## src/rtl/hls_deadlock_axis_monitor.sv

```systemverilog
// hls_deadlock_axis_monitor: flags a deadlock when AXI-Stream channels stay blocked
// for THRESH cycles while every monitored instance is idle or blocked.
module hls_deadlock_axis_monitor #(
    parameter int N_AXIS = 4,
    parameter int N_INST = 2,
    parameter int THRESH = 16,
    parameter int STICKY = 1
) (
    input  logic              i_clock,
    input  logic              i_reset,
    input  logic              i_clear,
    input  logic [N_AXIS-1:0] i_axis_block_sigs,
    input  logic [N_INST-1:0] i_inst_idle_sigs,
    input  logic [N_INST-1:0] i_inst_block_sigs,
    output logic [N_AXIS-1:0] o_axis_block_info,
    output logic [4:0]        o_first_idx,
    output logic [31:0]       o_stall_cycles,
    output logic              o_block
);
    localparam int CW = $clog2(THRESH + 1);
    typedef enum logic [1:0] {S_IDLE, S_WATCH, S_DL} state_t;
    state_t            r_state, w_next;
    logic [CW-1:0]     r_cnt [N_AXIS];
    logic [N_AXIS-1:0] w_stalled, r_info, w_info;
    logic [4:0]        r_first, w_first, w_low;
    logic [31:0]       r_sc, w_sc;
    logic              w_rst, w_quiet, w_any_sig, w_dl_cond;
    assign w_rst     = i_reset | i_clear;
    assign w_quiet   = &(i_inst_idle_sigs | i_inst_block_sigs);
    assign w_any_sig = |i_axis_block_sigs;
    assign w_dl_cond = (|w_stalled) & w_quiet;
    genvar g;
    generate
        for (g = 0; g < N_AXIS; g++) begin : g_cnt
            always_ff @(posedge i_clock) begin
                if (w_rst || !i_axis_block_sigs[g])
                    r_cnt[g] <= '0;
                else if (r_cnt[g] != CW'(THRESH))
                    r_cnt[g] <= r_cnt[g] + 1'b1;
            end
            assign w_stalled[g] = (r_cnt[g] == CW'(THRESH));
        end
    endgenerate
    always_ff @(posedge i_clock) begin
        if (w_rst) begin
            r_state <= S_IDLE;
            r_info  <= '0;
            r_first <= '0;
            r_sc    <= '0;
        end else begin
            r_state <= w_next;
            r_info  <= w_info;
            r_first <= w_first;
            r_sc    <= w_sc;
        end
    end
    always_comb begin
        w_next = S_IDLE;
        unique case (r_state)
            S_IDLE:  w_next = w_any_sig ? S_WATCH : S_IDLE;
            S_WATCH: w_next = w_dl_cond ? S_DL : (w_any_sig ? S_WATCH : S_IDLE);
            S_DL:    w_next = (STICKY != 0 || w_dl_cond) ? S_DL : S_IDLE;
            default: w_next = S_IDLE;
        endcase
    end
    // Info registers are computed from the next state so they change on the same edge as o_block.
    always_comb begin
        w_low = '0;
        for (int i = N_AXIS - 1; i >= 0; i--)
            if (w_stalled[i]) w_low = 5'(i);
        w_info  = '0;
        w_first = '0;
        w_sc    = '0;
        if (w_next == S_DL && r_state != S_DL) begin
            w_info  = w_stalled;
            w_first = w_low;
            w_sc    = 32'd1;
        end else if (w_next == S_DL) begin
            w_info  = (STICKY != 0) ? (r_info | w_stalled) : w_stalled;
            w_first = r_first;
            w_sc    = (&r_sc) ? r_sc : r_sc + 32'd1;
        end
    end
    assign o_block           = (r_state == S_DL);
    assign o_axis_block_info = r_info;
    assign o_first_idx       = r_first;
    assign o_stall_cycles    = r_sc;
endmodule

```

## config.mk

```make
export PLATFORM = sky130hd
export DESIGN_NAME = hls_deadlock_axis_monitor
export DESIGN_NICKNAME = d
export VERILOG_FILES = /design/src/rtl/hls_deadlock_axis_monitor.sv
export SDC_FILE = /design/constraint.sdc
export NUM_CORES = 1
export LEC_CHECK = 0
export BUFFER_PORTS_ARGS = -buffer_cell sky130_fd_sc_hd__buf_2
export CORE_UTILIZATION = 35
export CTS_BUF_LIST = sky130_fd_sc_hd__clkbuf_16
export CTS_CLUSTER_DIAMETER = 150
export DETAILED_ROUTE_END_ITERATION = 8
export GPL_TIMING_DRIVEN = 0
export PLACE_DENSITY_LB_ADDON = 0.08
export REMOVE_ABC_BUFFERS = 1
export SETUP_SLACK_MARGIN = 0.4
export SLEW_MARGIN = 10
export SYNTH_ARGS = -nofsm -noshare
export SYNTH_HDL_FRONTEND = slang
export SYNTH_SLANG_ARGS = --single-unit
export TNS_END_PERCENT = 20
```

## constraint.sdc

```tcl
create_clock -name i_clock -period 2 [get_ports i_clock]
set_input_delay 0.2 -clock i_clock [delete_from_list [all_inputs] [get_ports i_clock]]
set_output_delay 0.2 -clock i_clock [all_outputs]
set_load 0.05 [all_outputs]
```

==> qor.yml, run 1 <==
io_pins: 53
vias: 2861
avgViaCountPerCell: 5.18
cts_buffers: 9
dr.pass1.iters: 4
antennaDiodeCount: 0
yosys_most_used_dff: "dfxtp_1"
port_buffers: 49
setup_viol: 0
hold_path_depth: 2
path_cells: "nand4_4, or4_4, a211oi_4, buf_6, and3_4, o21ai_2"
outcome: "finished clean"
clock-sinks: 60
h-tree-depth: 3
placed_area_um2: 3450
power.leakage_nw: 1.87
yosysSeqAreaShare_pct: 44.8
layout.nets: 459
synth.cell_area_um2: 3130
synth_edf_count: 20
finalNonFillerCells: 552
start_util_pct: 36.0
wl_per_cell_um: 15.1
reg2reg_depth: 6
endpoint_kind: "flip-flop"
cts_tree: "built"
fp.dieW_um: 96.5
synth_cells: 337
fillCellCount: 810
fin_area_um2: 4520
finalCriticalPeriod_ns: 1.77
clockRootBuffer: "clkbuf_16"
clk_latency_ns: 0.32
place_congestion: 0.754
register_area_um2: 1490
clock_skew_ns: 0.00431
critPathRequiredTime_ns: 2.21
critPathKind: "flip-flop to flip-flop"
cts_max_path_buffers: 2
final_common_cell: "buf_2"
crit_path_max_fanout: 4
hpwl_um: 4960
slew_violations: 0
worst_pin_slew_ns: 0.621
clk_pin_slew_ns: 0.05
layout_common_cells: "49 x buf_2, 46 x nor2_1, 44 x buf_4, 27 x nand3_1, 22 x xnor2_1"
final_util_pct: 52.0
synth_warnings: 0
ys_types: 48
die_h_um: 96.5
powerDensity_nw_per_um2: 580
async_flop_share_pct: 0
overflow: 0
syn2layout_area_growth_pct: 44.4
layout-drive-gt1-share_pct: 41.9
drc_errors: 0
grt_pass1_wl_um: 13100
grt_pass1_vias: 2650
synth_area_per_cell_um2: 9.28
cpMaxStageDelayCell: "or4_4"
design.core.area_um2: 8680
antenna_found_initial: 0
postRouteAntennaNets: 0
rsz0062_at_grt: "true"
max_slew_margin_pct: 58.6
vdd_drop_max_uv: 467
crit_arrival_ns: 1.98
finalCritPeriodShare_pct: 88.3
grt_use_total_pct: 18.6
row_count: 34
grt_max_degree: 28
final_hold_viol_count: 0
drt-initial-drc-count: 96
ys_ff_latch: 60
place_inst: 482
fmax_ghz: 0.566
start_kind: "flip-flop"
routed_wl_um: 8350
die-area_um2: 9320
maxCapViolations: 0
tns_ns: 0
critPathMaxStageDelay_ns: 0.55
hold_class: "input port to flip-flop"
holdWs_ns: 0.248
multiInputGateArea_um2: 1900
## worst max-delay path: cells and delay by family, from the launching register on
kind / cells / cell delay, ns
DFF: 1 / 0.35
buffers and inverters: 1 / 0.16
AOI/OAI and AO/OA: 2 / 0.31
and+or+nand+nor: 3 / 0.82
## worst paths after layout
kind	startpoint	end	slack (ns)
worst max-delay path	o_stall_cycles[17]$_SDFFE_PP0N_	o_stall_cycles[25]$_SDFFE_PP0N_	0.23
worst min register to register	o_first_idx[0]$_SDFFE_PP0P_	o_first_idx[0]$_SDFFE_PP0P_	0.46
worst max register to register	o_stall_cycles[17]$_SDFFE_PP0N_	o_stall_cycles[25]$_SDFFE_PP0N_	0.23
worst min-delay path	i_axis_block_sigs[3]	r_cnt[3][3]$_SDFFCE_PN0P_	0.25
## sequential cells by signal, indices dropped and copies added (netlist names)
register           flops
r_cnt                 20
o_first_idx            2
o_stall_cycles        32
o_axis_block_info      4
r_state                2
## final cells by class
cell class,count,area share (%)
clock inverter,7,0.637
multi-input combinational,250,42.1
timing repair buffer,102,15.1
inverter,16,1.33
sequential,60,32.9
tap,108,2.99
clock buffer,9,4.99
## cells in the mapped netlist, types with 2 or more instances
cell type	number	area share (%)
a21o_1	2	0.48
a21oi_1	11	1.8
a311oi_1	2	0.56
a31oi_1	6	1.2
and2_1	4	0.80
and3_1	8	1.6
and4_1	3	0.84
buf_2	4	0.64
buf_4	3	0.72
clkbuf_1	7	0.84
dfxtp_1	40	26
edfxtp_1	20	19
ha_1	9	3.6
inv_1	16	1.9
mux2i_1	5	1.6
nand2_1	23	2.8
nand2b_1	5	1.0
nand3_1	29	4.6
nand3b_1	2	0.48
nand4_1	11	2.2
nand4_2	4	1.6
nor2_1	48	5.8
nor2b_1	2	0.40
nor3_1	2	0.32
nor4_1	6	1.2
nor4_4	2	1.4
nor4bb_1	3	0.96
o21ai_0	7	1.1
o311ai_0	2	0.56
o31ai_1	4	0.96
or4_1	3	0.72
xnor2_1	24	6.7
xor2_1	5	1.4
## repair_timing
| action | in CTS | in global routing |
|---|---|---|
| cloned | 1 | 0 |
| hold buffers | 0 | 0 |
| setup buffers | 34 | 19 |
| gates resized for setup | 77 | 39 |
| pin swaps | 15 | 21 |
| endpoints found under the setup margin | 63 | 60 |
## per-stage QoR
stage                     worst slack, ns  total power [mW]
after floorplan                    -0.446              1.32
after global placement             -0.583              1.34
after detailed placement           -0.576              1.34
after CTS                           0.116              2.66
after global routing                0.151              2.72
final                               0.234              2.62
## power by group
| group | leakage, nW | internal (mW) | switching [mW] | total (mW) |
|---|---|---|---|---|
| Combinational | 1.14 | 0.0178 | 0.0389 | 0.0567 |
| Sequential | 0.589 | 1.23 | 0.00507 | 1.24 |
| Clock | 0.138 | 0.809 | 0.515 | 1.32 |
| Total | 1.87 | 2.06 | 0.559 | 2.62 |
## layer usage
layer	track usage, %	share of wire, %	vias up
met2	30.9	49	64
met4	6.50	1.2	0
met1	23.8	46	1372
met5	0	0	-
li1	-	-	1418
met3	3.83	4.2	7
## kinds of logic (layout without fill, tap and decap cells)
| kind of cell | Yosys count | count (layout) | synth area share [%] |
|---|---|---|---|
| mux | 5 | 5 | 1.60 |
| xor+xnor | 29 | 29 | 8.12 |
| buf+inv | 30 | 134 | 4.12 |
| compound gates | 43 | 43 | 9.48 |
| simple gates | 160 | 161 | 28.1 |
| fa+ha+maj | 9 | 9 | 3.60 |
| other cells | 1 | 3 | 0.120 |
| flops | 60 | 60 | 44.8 |
No activity file was read; power rests on OpenSTA's default activity.
==> inputs of run 2 (changes only) <==
BUFFER_PORTS_ARGS = -buffer_cell sky130_fd_sc_hd__buf_4   (was -buffer_cell sky130_fd_sc_hd__buf_2)
==> run 2 against run 1 <==
Against the previous run: cell area down 1.4%; via count down 2.1%; hold slack worse by 0.030 ns; combinational power up 9.0%; final cell count down 3.1%; largest power group unchanged; die area unchanged; clock-buffer cell count unchanged; clock power up 13%; fmax down 2.5%; register-to-register slack worse by 0.04 ns.
==> qor.yml, run 2 (synthesis gave the netlist of run 1 again) <==
outcome: "finished clean"
postRouteAntennaNets: 0  # unchanged
largest_register_ffs: 32  # unchanged
power.leakage_nw: 1.79  # -4.2%
clk_latency_ns: 0.32  # about the same
die_h_um: 96.5  # unchanged
wl_per_cell_um: 15.2  # +0.42%
overflow: 0  # unchanged
start_kind: "flip-flop"
critPathKind: "flip-flop to flip-flop"
dr.pass1.iters: 4  # unchanged
final_hold_viol_count: 0  # unchanged
grt_pass1_vias: 2672  # +0.83%
grt_max_degree: 28  # unchanged
syn2layout_area_growth_pct: 42.3
io_pins: 53  # unchanged
antenna_found_initial: 0  # unchanged
grt_pass1_wl_um: 13100  # about the same
row_count: 34  # unchanged
grt_use_total_pct: 18.5  # -0.032 points
fin_ws_ns: 0.189  # -0.0450 ns
path_cells: "nand4_4, or4_4, a211oi_4, buf_6, and3_4, o21ai_2"
start_util_pct: 36.0  # unchanged
cts_tree: "built"
pre_cts_ws_ns: -0.582  # -0.00680 ns
port_buffers: 49  # unchanged
hpwl_um: 4940  # -0.33%
design.core.area_um2: 8680  # unchanged
critPathBufInv: 1  # unchanged
h-tree-depth: 3  # unchanged
slew_violations: 0  # unchanged
drc_errors: 0  # unchanged
final_util_pct: 51.3  # -0.75 points
layout.nets: 442  # -3.7%
critPathRequiredTime_ns: 2.21  # about the same
rsz0062_at_grt: "true"
max_slew_margin_pct: 57.3  # -1.2 points
routed_wl_um: 8130  # -2.7%
crit_arrival_ns: 2.02  # +0.04 ns
register_area_um2: 1460  # -1.7%
critPathMaxStageDelay_ns: 0.55  # about the same
cts_max_path_buffers: 2  # unchanged
cpMaxStageDelayCell: "or4_4"
hold_class: "input port to flip-flop"
finalCritPeriodShare_pct: 90.6  # +2.2 points
endpoint_kind: "flip-flop"
crit_family: "simple AND/OR/NAND/NOR gates"
fp.dieW_um: 96.5  # unchanged
clockRootBuffer: "clkbuf_16"
fmax_ghz: 0.552  # -2.5%
powerDensity_nw_per_um2: 630  # +8.5%
die-area_um2: 9320  # unchanged
cts_buffers: 9  # unchanged
clock_skew_ns: 0.00588  # +0.00157 ns
drt-initial-drc-count: 116  # +21%
place_congestion: 0.721  # -4.3%
vias: 2800  # -2.1%
layout-drive-gt1-share_pct: 38.4  # -3.5 points
crit_path_max_fanout: 4  # unchanged
antennaDiodeCount: 0  # unchanged
maxCapViolations: 0  # unchanged
avgViaCountPerCell: 5.23  # +0.98%
finalCriticalPeriod_ns: 1.81  # +0.0450 ns
holdWs_ns: 0.218  # -0.0299 ns
vdd_drop_max_uv: 391  # -16%
worst_pin_slew_ns: 0.639  # +0.0184 ns
final_common_cell: "buf_4"
fillCellCount: 837  # +3.3%
power_mw: 2.80  # +7.0%
multiInputGateArea_um2: 1850  # -2.8%
setup_viol: 0  # unchanged
layout_common_cells: "81 x buf_4, 46 x nor2_1, 28 x nand3_1, 22 x xnor2_1"
clock-sinks: 60  # unchanged
clk_pin_slew_ns: 0.06  # about the same
==> run 2: worst register-to-register path: stages (launching register included) <==
cell	delay [ns]
dfxtp_4	0.36
nand4_4	0.12
or4_4	0.55
a211oi_4	0.28
buf_6	0.17
and3_4	0.18
o21ai_2	0.04
==> run 2: final timing paths <==
check                                  start                              end  depth (start not counted)  slack (ns)
min                     i_axis_block_sigs[1]        r_cnt[1][3]$_SDFFCE_PN0P_                          2        0.22
min reg2reg      o_first_idx[1]$_SDFFE_PP0P_      o_first_idx[1]$_SDFFE_PP0P_                          2        0.46
max          o_stall_cycles[17]$_SDFFE_PP0N_  o_stall_cycles[25]$_SDFFE_PP0N_                          6        0.19
max reg2reg  o_stall_cycles[17]$_SDFFE_PP0N_  o_stall_cycles[25]$_SDFFE_PP0N_                          6        0.19
==> run 2: area by class of cell <==
| type | instances | share of cell area (%) |
|---|---|---|
| inverters | 16 | 1.35 |
| clock inverters | 7 | 1.35 |
| flip-flops and latches | 60 | 32.8 |
| well taps | 108 | 3.04 |
| multi-input cells | 250 | 41.5 |
| clock buffers | 9 | 5.06 |
| repair buffers | 85 | 14.9 |
==> run 2: layer usage <==
metal / global-route usage (%) / share of wire [%] / vias up
met4: 6.13 / 1.1 / 0
met2: 30.6 / 48 / 65
li1: - / - / 1386
met5: 0 / 0 / -
met3: 4.93 / 4.6 / 7
met1: 23.5 / 47 / 1342
==> run 2: power breakdown <==
group	switching [mW]	internal, mW	total, mW	leakage (nW)
Clock	0.545	0.948	1.49	0.144
Sequential	0.00532	1.24	1.25	0.584
Combinational	0.0386	0.0232	0.0618	1.06
Total	0.589	2.21	2.80	1.79
==> run 2: timing repair <==
item | in CTS | in global routing
endpoints found under the hold margin | 0 | 0
pin swaps | 11 | 9
buffers inserted | 29 | 7
hold buffers | 0 | 0
setup endpoints to repair | 63 | 59
gates cloned | 1 | 0
resized for setup | 63 | 24
==> run 2: stage by stage <==
stage / std cells / area, um^2 / setup TNS (ns)
2_1_floorplan: 325 / 3070 / -9.66
3_3_place_gp: 482 / 3570 / -12.41
3_5_place_dp: 482 / 3570 / -13.13
4_1_cts: 528 / 4290 / 0
5_1_grt: 535 / 4450 / 0
6_report: 535 / 4450 / 0
==> inputs of run 3 (changes only) <==
CORE_MARGIN = 1.5   (was unset)
clock period = 1.6 ns   (was 2 ns; I/O delays follow)
==> run 3 against run 2 <==
Against the previous run: the flow now finishes with violations (setup timing); utilization is 1.4 points higher; clock-buffer cell count unchanged; clock skew is 0.0016 ns higher; critical endpoint is now o_stall_cycles[29]$_SDFFE_PP0N_; highest routed layer unchanged.
==> qor.yml, run 3 (synthesis gave the netlist of run 1 again) <==
reg2reg_to: "o_stall_cycles[29]$_SDFFE_PP0N_"
layout_common_cells: "87 x buf_4, 46 x nor2_1, 25 x nand3_1, 24 x xnor2_1, 21 x dfxtp_4"
crit_family: "simple AND/OR/NAND/NOR gates"
finalCritPeriodShare_pct: 109  # +18 points
clk_pin_slew_ns: 0.05  # about the same
powerDensity_nw_per_um2: 721  # +15%
setup_viol: 27  # +27
start_kind: "flip-flop"
hpwl_um: 4960  # +0.21%
final_common_cell: "buf_4"
reg2reg_depth: 6  # unchanged
clockRootBuffer: "clkbuf_16"
power_mw: 3.30  # +18%
final_util_pct: 52.7  # +1.4 points
syn2layout_area_growth_pct: 46.2
overflow: 0  # unchanged
cts_max_path_buffers: 2  # unchanged
max_slew_margin_pct: 47.4  # -9.9 points
postRouteAntennaNets: 0  # unchanged
h-tree-depth: 3  # unchanged
clk_latency_ns: 0.32  # about the same
vdd_drop_max_uv: 494  # +26%
drc_errors: 0  # unchanged
worstHoldStart: "i_axis_block_sigs[0]"
crit_path_max_fanout: 7  # +3
drt-initial-drc-count: 61  # -47%
antennaDiodeCount: 0  # unchanged
cts_tree: "built"
fin_ws_ns: -0.140  # -0.329 ns
start_util_pct: 36.0  # unchanged
fp.dieW_um: 97.5  # +1.0%
layout.nets: 451  # +2.0%
final_hold_viol_count: 0  # unchanged
avgViaCountPerCell: 5.15  # -1.6%
finalCriticalPeriod_ns: 1.74  # -0.0706 ns
die-area_um2: 9510  # +2.1%
grt_max_degree: 28  # unchanged
antenna_found_initial: 0  # unchanged
io_pins: 53  # unchanged
critPathMaxStageDelay_ns: 0.55  # about the same
grt_pass1_vias: 2554  # -4.4%
maxCapViolations: 0  # unchanged
endpoint_kind: "flip-flop"
fillCellCount: 825  # -1.4%
clock_skew_ns: 0.00752  # +0.00164 ns
grt_pass1_wl_um: 12800  # -2.4%
die_h_um: 97.5  # +1.0%
critPathKind: "flip-flop to flip-flop"
design.core.area_um2: 8680  # unchanged
row_count: 34  # unchanged
slew_violations: 0  # unchanged
largest_register_ffs: 32  # unchanged
hold_path_depth: 2  # unchanged
tns_ns: -1.47  # -1.47 ns
hold_class: "input port to flip-flop"
fmax_ghz: 0.575  # +4.1%
cpMaxStageDelayCell: "or4_4"
routed_wl_um: 7770  # -4.4%
wl_per_cell_um: 14.3  # -6.0%
worst_pin_slew_ns: 0.788  # +0.148 ns
outcome: "complete, but fails checks"
power.leakage_nw: 1.81  # +1.1%
violations: "setup timing"
rsz0062_at_grt: "true"
port_buffers: 49  # unchanged
layout-drive-gt1-share_pct: 41.5  # +3.1 points
hold_end: "r_cnt[0][3]$_SDFFCE_PN0P_"
path_cells: "nand4_4, or4_4, a211oi_4, buf_6, and2_4, mux2i_1"
critPathBufInv: 1  # unchanged
grt_use_total_pct: 16.5  # -2.1 points
dr.pass1.iters: 5  # +1
crit_arrival_ns: 1.98  # -0.04 ns
reg2reg_from: "o_stall_cycles[14]$_SDFFE_PP0N_"
clock-sinks: 60  # unchanged
cts_buffers: 9  # unchanged
vias: 2802  # +0.071%
place_congestion: 0.730  # +1.3%
critPathRequiredTime_ns: 1.84  # -0.37 ns
rrSetupSlack_ns: -0.14  # -0.33 ns
==> run 3: layer usage <==
layer / track usage (%) / vias up / wire length (um)
met5: 0 / - / 0
met3: 4.39 / 2 / 306
met4: 4.95 / 0 / 29
li1: - / 1407 / -
met2: 25.4 / 53 / 3610
met1: 22.6 / 1340 / 3830
==> run 3: how the worst max path moves through the flow <==
stage	cells after the start	start	end
floorplan	6	o_stall_cycles[0]$_SDFFE_PP0P_	o_stall_cycles[1]$_SDFFE_PP0N_
global placement	6	o_stall_cycles[0]$_SDFFE_PP0P_	o_stall_cycles[15]$_SDFFE_PP0N_
detailed placement	6	o_stall_cycles[0]$_SDFFE_PP0P_	o_stall_cycles[15]$_SDFFE_PP0N_
CTS	6	o_stall_cycles[14]$_SDFFE_PP0N_	o_stall_cycles[29]$_SDFFE_PP0N_
global route	6	o_stall_cycles[16]$_SDFFE_PP0N_	o_stall_cycles[29]$_SDFFE_PP0N_
finish	6	o_stall_cycles[14]$_SDFFE_PP0N_	o_stall_cycles[29]$_SDFFE_PP0N_
==> run 3: power by group <==
group | internal, mW | switching [mW]
clock | 1.01 | 0.654
sequential | 1.54 | 0.00659
combinational | 0.0334 | 0.0527
total | 2.58 | 0.714
==> run 3: area by class of cell <==
type                            count  area (um^2)  area share [%]
Sequential cell                    60         1490            32.6
Timing Repair Buffer               95          743            16.3
Inverter                           16         60.1            1.31
Clock inverter                      7         28.8           0.629
Tap cell                          108          135            2.96
Multi-Input combinational cell    249         1890            41.3
Clock buffer                        9          225            4.93
==> run 3: metrics by stage <==
stage / instances / setup WS, ns / area, um^2 / hold WS (ns)
global placement: 482 / -0.975 / 3570 / 0.453
global route: 544 / -0.250 / 4570 / 0.174
floorplan: 325 / -0.846 / 3070 / 0.383
finish: 544 / -0.140 / 4570 / 0.186
detailed placement: 482 / -0.959 / 3570 / 0.453
CTS: 516 / -0.202 / 4190 / 0.175
==> run 3: repair_timing <==
item | CTS | global route
setup endpoints to repair | 81 | 83
gates resized for setup | 68 | 48
hold buffers | 0 | 0
pin swaps | 15 | 29
buffers inserted | 18 | 28
